<file path="config.mk">
export PLATFORM = sky130hd
export DESIGN_NAME = dma_rx_pkt_reader
export DESIGN_NICKNAME = d
export VERILOG_FILES = /design/src/rtl/dma_rx_pkt_reader.sv
export SDC_FILE = /design/constraint.sdc
export NUM_CORES = 1
export LEC_CHECK = 0
export BUFFER_PORTS_ARGS = -buffer_cell sky130_fd_sc_hd__buf_2
export CORE_ASPECT_RATIO = 0.6
export CORE_MARGIN = 2
export CORE_UTILIZATION = 35
export CTS_CLUSTER_SIZE = 10
export DETAILED_ROUTE_END_ITERATION = 6
export PLACE_DENSITY_LB_ADDON = 0.1
export SETUP_SLACK_MARGIN = 0.1
export SYNTH_ARGS = -nofsm -noshare
export SYNTH_HDL_FRONTEND = slang
export SYNTH_SLANG_ARGS = --single-unit
</file>
<file path="constraint.sdc">
create_clock -name clk -period 16 [get_ports clk]
set_clock_uncertainty 0.1 [all_clocks]
set_input_delay 0 -clock clk [delete_from_list [all_inputs] [get_ports clk]]
set_output_delay 0 -clock clk [all_outputs]
set_load 0.02 [all_outputs]
</file>
<file path="src/rtl/dma_rx_pkt_reader.sv">
// dma_rx_pkt_reader
// Memory-to-CGRA read engine of the duplex DMA ("rx" direction).
// Fetches a run of 24-byte packet containers from SRAM, three 64-bit beats per
// container, and hands the low PKT_W bits of each container to the CGRA over a
// val/rdy stream. Busy, sticky done and a packet counter go back to the
// MMIO status block.
module dma_rx_pkt_reader #(
    parameter int ADDR_W = 64,
    parameter int DATA_W = 64,
    parameter int PKT_W  = 185,
    parameter int LEN_W  = 16,
    parameter int BEATS  = 3
) (
    input  logic              clk,
    input  logic              reset,

    // configuration / status
    input  logic [ADDR_W-1:0] cfg_src,
    input  logic [LEN_W-1:0]  cfg_len,
    input  logic              cfg_start,
    output logic              stat_busy,
    output logic              stat_done,
    output logic [LEN_W-1:0]  stat_pkt_cnt,

    // SRAM read port
    output logic              mem_req,
    output logic [ADDR_W-1:0] mem_addr,
    input  logic              mem_gnt,
    input  logic              mem_rvalid,
    input  logic [DATA_W-1:0] mem_rdata,

    // CGRA packet stream
    output logic              send_pkt__val,
    input  logic              send_pkt__rdy,
    output logic [PKT_W-1:0]  send_pkt__msg
);

    localparam int BUF_W    = BEATS * DATA_W;
    localparam int BEAT_W   = (BEATS > 1) ? $clog2(BEATS) : 1;
    localparam int BEAT_B   = DATA_W / 8;
    localparam int ALIGN    = $clog2(BEAT_B);

    typedef enum logic [1:0] {
        S_IDLE,
        S_REQ,
        S_WAIT,
        S_SEND
    } state_t;

    state_t              r_state;
    logic [ADDR_W-1:0]   r_addr;
    logic [LEN_W-1:0]    r_len;
    logic [LEN_W-1:0]    r_pkt_cnt;
    logic [BEAT_W-1:0]   r_beat;
    logic [BUF_W-1:0]    r_buf;
    logic                r_req;
    logic                r_val;
    logic [PKT_W-1:0]    r_msg;
    logic                r_busy;
    logic                r_done;

    logic [ADDR_W-1:0]   w_base;
    logic [ADDR_W-1:0]   w_addr_inc;
    logic [LEN_W-1:0]    w_cnt_inc;
    logic                w_beat_last;
    logic [BUF_W-1:0]    w_asm;
    logic                w_unused;

    // Containers are contiguous, so base + pkt_idx*24 + beat*8 is the same as a
    // running byte address that advances one beat (8 bytes) per returned beat.
    assign w_base      = {cfg_src[ADDR_W-1:ALIGN], {ALIGN{1'b0}}};
    assign w_addr_inc  = r_addr + ADDR_W'(BEAT_B);
    assign w_cnt_inc   = r_pkt_cnt + LEN_W'(1);
    assign w_beat_last = (r_beat == BEAT_W'(BEATS - 1));

    // Container pad bits above the packet and the sub-beat source offset are
    // deliberately dropped.
    assign w_unused = ^{w_asm[BUF_W-1:PKT_W], cfg_src[ALIGN-1:0]};

    // Assembly buffer with the incoming beat merged into its slot, so the last
    // beat can go straight into the outgoing message register.
    always_comb begin
        w_asm = r_buf;
        for (int b = 0; b < BEATS; b++) begin
            if (r_beat == BEAT_W'(b)) begin
                w_asm[b*DATA_W +: DATA_W] = mem_rdata;
            end
        end
    end

    // Transfer FSM with all outputs registered.
    always_ff @(posedge clk or posedge reset) begin
        if (reset) begin
            r_state   <= S_IDLE;
            r_addr    <= '0;
            r_len     <= '0;
            r_pkt_cnt <= '0;
            r_beat    <= '0;
            r_buf     <= '0;
            r_req     <= 1'b0;
            r_val     <= 1'b0;
            r_msg     <= '0;
            r_busy    <= 1'b0;
            r_done    <= 1'b0;
        end else begin
            case (r_state)
                S_IDLE: begin
                    if (cfg_start) begin
                        r_len     <= cfg_len;
                        r_addr    <= w_base;
                        r_pkt_cnt <= '0;
                        r_beat    <= '0;
                        if (cfg_len == '0) begin
                            // empty run completes immediately without touching SRAM
                            r_done <= 1'b1;
                        end else begin
                            r_done  <= 1'b0;
                            r_busy  <= 1'b1;
                            r_req   <= 1'b1;
                            r_state <= S_REQ;
                        end
                    end
                end

                S_REQ: begin
                    // request and address stay put until granted
                    if (mem_gnt) begin
                        r_req   <= 1'b0;
                        r_state <= S_WAIT;
                    end
                end

                S_WAIT: begin
                    if (mem_rvalid) begin
                        r_buf  <= w_asm;
                        r_addr <= w_addr_inc;
                        if (w_beat_last) begin
                            r_beat  <= '0;
                            r_val   <= 1'b1;
                            r_msg   <= w_asm[PKT_W-1:0];
                            r_state <= S_SEND;
                        end else begin
                            r_beat  <= r_beat + BEAT_W'(1);
                            r_req   <= 1'b1;
                            r_state <= S_REQ;
                        end
                    end
                end

                S_SEND: begin
                    // message is held until the CGRA takes it
                    if (send_pkt__rdy) begin
                        r_val     <= 1'b0;
                        r_pkt_cnt <= w_cnt_inc;
                        if (w_cnt_inc == r_len) begin
                            r_busy  <= 1'b0;
                            r_done  <= 1'b1;
                            r_state <= S_IDLE;
                        end else begin
                            r_req   <= 1'b1;
                            r_state <= S_REQ;
                        end
                    end
                end

                default: begin
                    r_state <= S_IDLE;
                end
            endcase
        end
    end

    assign stat_busy     = r_busy;
    assign stat_done     = r_done;
    assign stat_pkt_cnt  = r_pkt_cnt;
    assign mem_req       = r_req;
    assign mem_addr      = r_addr;
    assign send_pkt__val = r_val;
    assign send_pkt__msg = r_msg;

endmodule

</file>
==> impl_summary.txt <==
----------------------------------------------------
[Synthesis]
  Average instance area after synthesis ... slightly below 10 µm²
  Largest cells by area after synthesis ... dfrtp_1 (58%), nand2_1 (14%), mux2_2 (9.0%)
  Total of flip-flops plus latches after synthesis ... 414
  Sequential share of the synthesized area ... between 50% and 60%
  Dominant cell by count in the synthesized netlist ... nand2_1
  Netlist cell types ... about 70
  Commonest cells in the synthesized netlist ... nand2_1 (667), dfrtp_1 (414), mux2_2 (144)
  Number of enable flip-flop cells after synthesis ... 0
  Mapped Cells ... roughly 1800
  Syn Std Cell Area ... between 0.015 and 0.02 mm²
  Top cell type's share of synthesized area ... between 50 and 60%
  Fraction of registers with async set or reset after synthesis ... 100%
  Cell type contributing the most total cell area after synthesis ... dfrtp_1
  Yosys warning total ... 0
  Primary FF master, synth ... dfrtp_1

[Clock network]
  Number of buffers added to fix hold violations after cts ... 153
  H-Tree Level Count ... 2
  CTS buffer count ... 48
  Maximum buffer depth of the clock tree ... 3
  CTS sink count ... around 410
  Clock tree from TritonCTS ... yes
  Post-CTS setup repair buffer count ... 0
  Clock slew at the register clock pins of the worst setup and hold paths ... ~0.060 ns
  Root Buffer Master ... clkbuf_16
  Clock insertion delay at the later pin of the skew report ... around 0.56 ns
  Post-cts repair resize count ... 0

[Finish]
  Fill cell instance count of the final layout ... 4916
  Final core occ ... between 40% and 50%
  Share of layout cells above drive strength 1 ... 27.6%
  Antenna Diode Count ... 0
  Non-Filler Instances ... ~3000
  Number of nets in the layout ... around 2500
  Design area ... 0.0236 mm²
  Area growth, synth to finish ... 30.8%

[Global route]
  Overall Global Routing Usage ... 19.9%
  First-pass GRT wire length ... slightly below 90000 µm
  Number of global-route vias before repair ... between 15000 and 20000
  Number of antenna violations at the first check in global routing ... 0
  Congestion Overflow GR ... 0
  Largest net degree at the start of global routing ... roughly 110

[Worst setup path]
  Reg2reg start ... r_state[0]
  Most frequent cell on the critical path ... nand2_1
  FF-to-FF End ... send_pkt__msg[140]
  Worst Setup SP ... r_state[0]
  Worst Path Max Fanout ... 91
  CP Data Arrival Time ... roughly 4.5 ns
  Largest stage delay on the critical path ... about 0.86 ns
  CP max-delay cell ... buf_4
  Critical Setup Path Class ... reg -> reg
  Kind of end point of the critical path ... flop
  Setup crit start kind ... flop
  Worst-path cell chain ... inv_1 -> ha_4 -> nand2_1 -> nor2b_4 -> buf_4 -> buf_4 -> nand2_1 -> nand2_1
  Termination of the worst setup path ... send_pkt__msg[140]
  FF-to-FF setup slack ... between 10 and 15 ns
  Reg2Reg Depth ... 8
  Worst path required time ... between 15 and 20 ns

[Power]
  Total power after layout ... 4270 µW
  Maximum ir drop on the vdd rail ... 0.0000846 V
  Power density relative to cell area ... 181 mW/mm²
  Pleak ... ~0.012 µW

[Outcome]
  Result of the run ... finished, final reports clean

[Die]
  DIE HEIGHT ... around 180 µm
  Initial cell density of the core ... roughly 35%
  Boundary Pins ... 419
  Placement Rows ... 64
  Die Outline Area ... ~0.053 mm²
  Area of the placeable core ... ~0.051 mm²
  Horizontal die dimension ... 297 µm

[Timing]
  Slew of the pin with the lowest slew margin ... 1.09 ns
  Final-report max-slew violation count ... 0
  Unrepaired setup endpoints after global routing ... no
  Headroom to the max-slew limit ... a little over a quarter
  Min Clock Period, post-route ... between 4 and 5 ns
  Hold Vio Cnt, Final ... 0
  Setup violators final ... 0
  Aggregate negative setup slack ... 0 ns
  Share of the cycle needed by the critical path after routing ... 25.8%
  Maximum frequency from static timing analysis ... around 240 MHz

[Worst hold path]
  Worst min-delay path category ... in -> async

[Place]
  DP HPWL ... roughly 35000 µm
  Placer's final routability congestion estimate ... approximately 0.84
  Area post-placement ... between 0.02 and 0.025 mm²
  Number of instances in the placed design ... roughly 2900
  Port buffer count ... 412

[Routing]
  Number of nets with antenna violations after detailed routing ... 0
  Wire length reported by the detailed router ... 53900 µm
  DRC violations left ... 0
  Detailed Routing Iterations Pass 1 ... 5
  Via count normalized by instance count ... ~5.0
  Overall via count from detail_route ... about 15000
  Detailed router's first-iteration violation count ... about 1100
  Routed wire per std cell ... about 18 µm

[Flow run]
  Max-cap violation count ... 0

----------------------------------------------------
per-layer routing:
| metal | vias up | share of wire, % | track usage, % |
|---|---|---|---|
| li1 | 7267 | - | - |
| met1 | 7479 | 47 | 28.1 |
| met2 | 386 | 45 | 30.8 |
| met3 | 112 | 5.3 | 3.90 |
| met4 | 0 | 3.5 | 6.64 |
| met5 | - | 0 | 0 |
per-stage QoR:
step	hold slack (ns)	setup WS, ns
3_5_place_dp	0.112	11.75
5_1_grt	0.0797	11.37
6_report	0.0247	11.87
2_1_floorplan	0.00544	4.38
4_1_cts	0.0501	11.74
3_3_place_gp	0.106	11.81
critical path: cells and delay by family, from the launching register on:
kind	cells	cell delay [ns]
adder cells (fa/ha/maj)	1	0.70
buffers and inverters	3	1.86
flip-flops	1	0.41
AND/OR/NAND/NOR	4	0.91
cell usage in the layout, fill, tap and decap left out, types with 3 or more instances in the layout:
master / netlist / layout
nand2_1: 667 / 667
dfrtp_1: 414 / 414
buf_2: 4 / 412
dlygate4sd3_1: 0 / 153
mux2_2: 144 / 144
a21oi_1: 105 / 105
o21ai_0: 65 / 65
clkbuf_16: 0 / 49
nand3_1: 48 / 47
nor2_1: 41 / 40
o22ai_1: 38 / 38
nand4_1: 24 / 24
inv_1: 22 / 21
nor4_1: 16 / 16
buf_4: 5 / 15
a2bb2oi_1: 13 / 13
nor2b_1: 12 / 11
xnor2_1: 11 / 11
nor3_1: 9 / 8
o31ai_1: 8 / 8
or3_1: 8 / 7
and3_1: 7 / 7
and2_1: 7 / 7
ha_1: 7 / 6
clkbuf_1: 89 / 5
and4_1: 4 / 4
nor4_2: 3 / 3
a21o_1: 3 / 3
o41ai_1: 3 / 3
nand2b_1: 3 / 3
a22o_1: 3 / 3
o32ai_1: 3 / 3
conb_1: 1 / 3
flip-flops by register name, indices dropped and copies added (netlist names):
signal	flops
mem_addr	61
mem_req	1
r_beat	2
r_buf	128
r_len	16
r_state	2
send_pkt__msg	185
send_pkt__val	1
stat_busy	1
stat_done	1
stat_pkt_cnt	16
cell families (layout without fill, tap and decap cells):
family / count (synthesis) / after routing / synth area share [%]
DFF: 414 / 414 / 57.5
other: 1 / 3 / 0.0208
adders and majority gates: 7 / 7 / 0.486
and+or+nand+nor: 873 / 873 / 20.8
AOI/OAI and AO/OA: 260 / 260 / 8.47
buffers and inverters: 130 / 662 / 2.90
muxes: 146 / 146 / 9.12
xor gates and xnor gates: 13 / 13 / 0.632
final cells by class:
class / instances / area [µm²] / area share, %
timing repair buffer: 580 / 3710 / 15.7
tap: 693 / 867 / 3.68
inverter: 22 / 90.1 / 0.382
sequential: 414 / 10400 / 44.0
clock buffer: 56 / 1270 / 5.40
clock inverter: 4 / 81.3 / 0.345
multi-input combinational: 1302 / 7180 / 30.5
how the worst min path moves through the flow:
stage | endpoint | slack, ns | cells after the start
after floorplan | send_pkt__msg[128] | 0.005 | 2
after global placement | mem_addr[12] | 0.11 | 2
after detailed placement | mem_addr[13] | 0.11 | 2
after CTS | mem_addr[13] | 0.05 | 3
after global routing | mem_addr[13] | 0.08 | 3
final | mem_addr[12] | 0.02 | 3
report_power, final:
group / switching, µW / internal [µW]
clock: 427 / 571
combinational: 955 / 595
sequential: 281 / 1440
No activity file was read; power rests on OpenSTA's default activity.
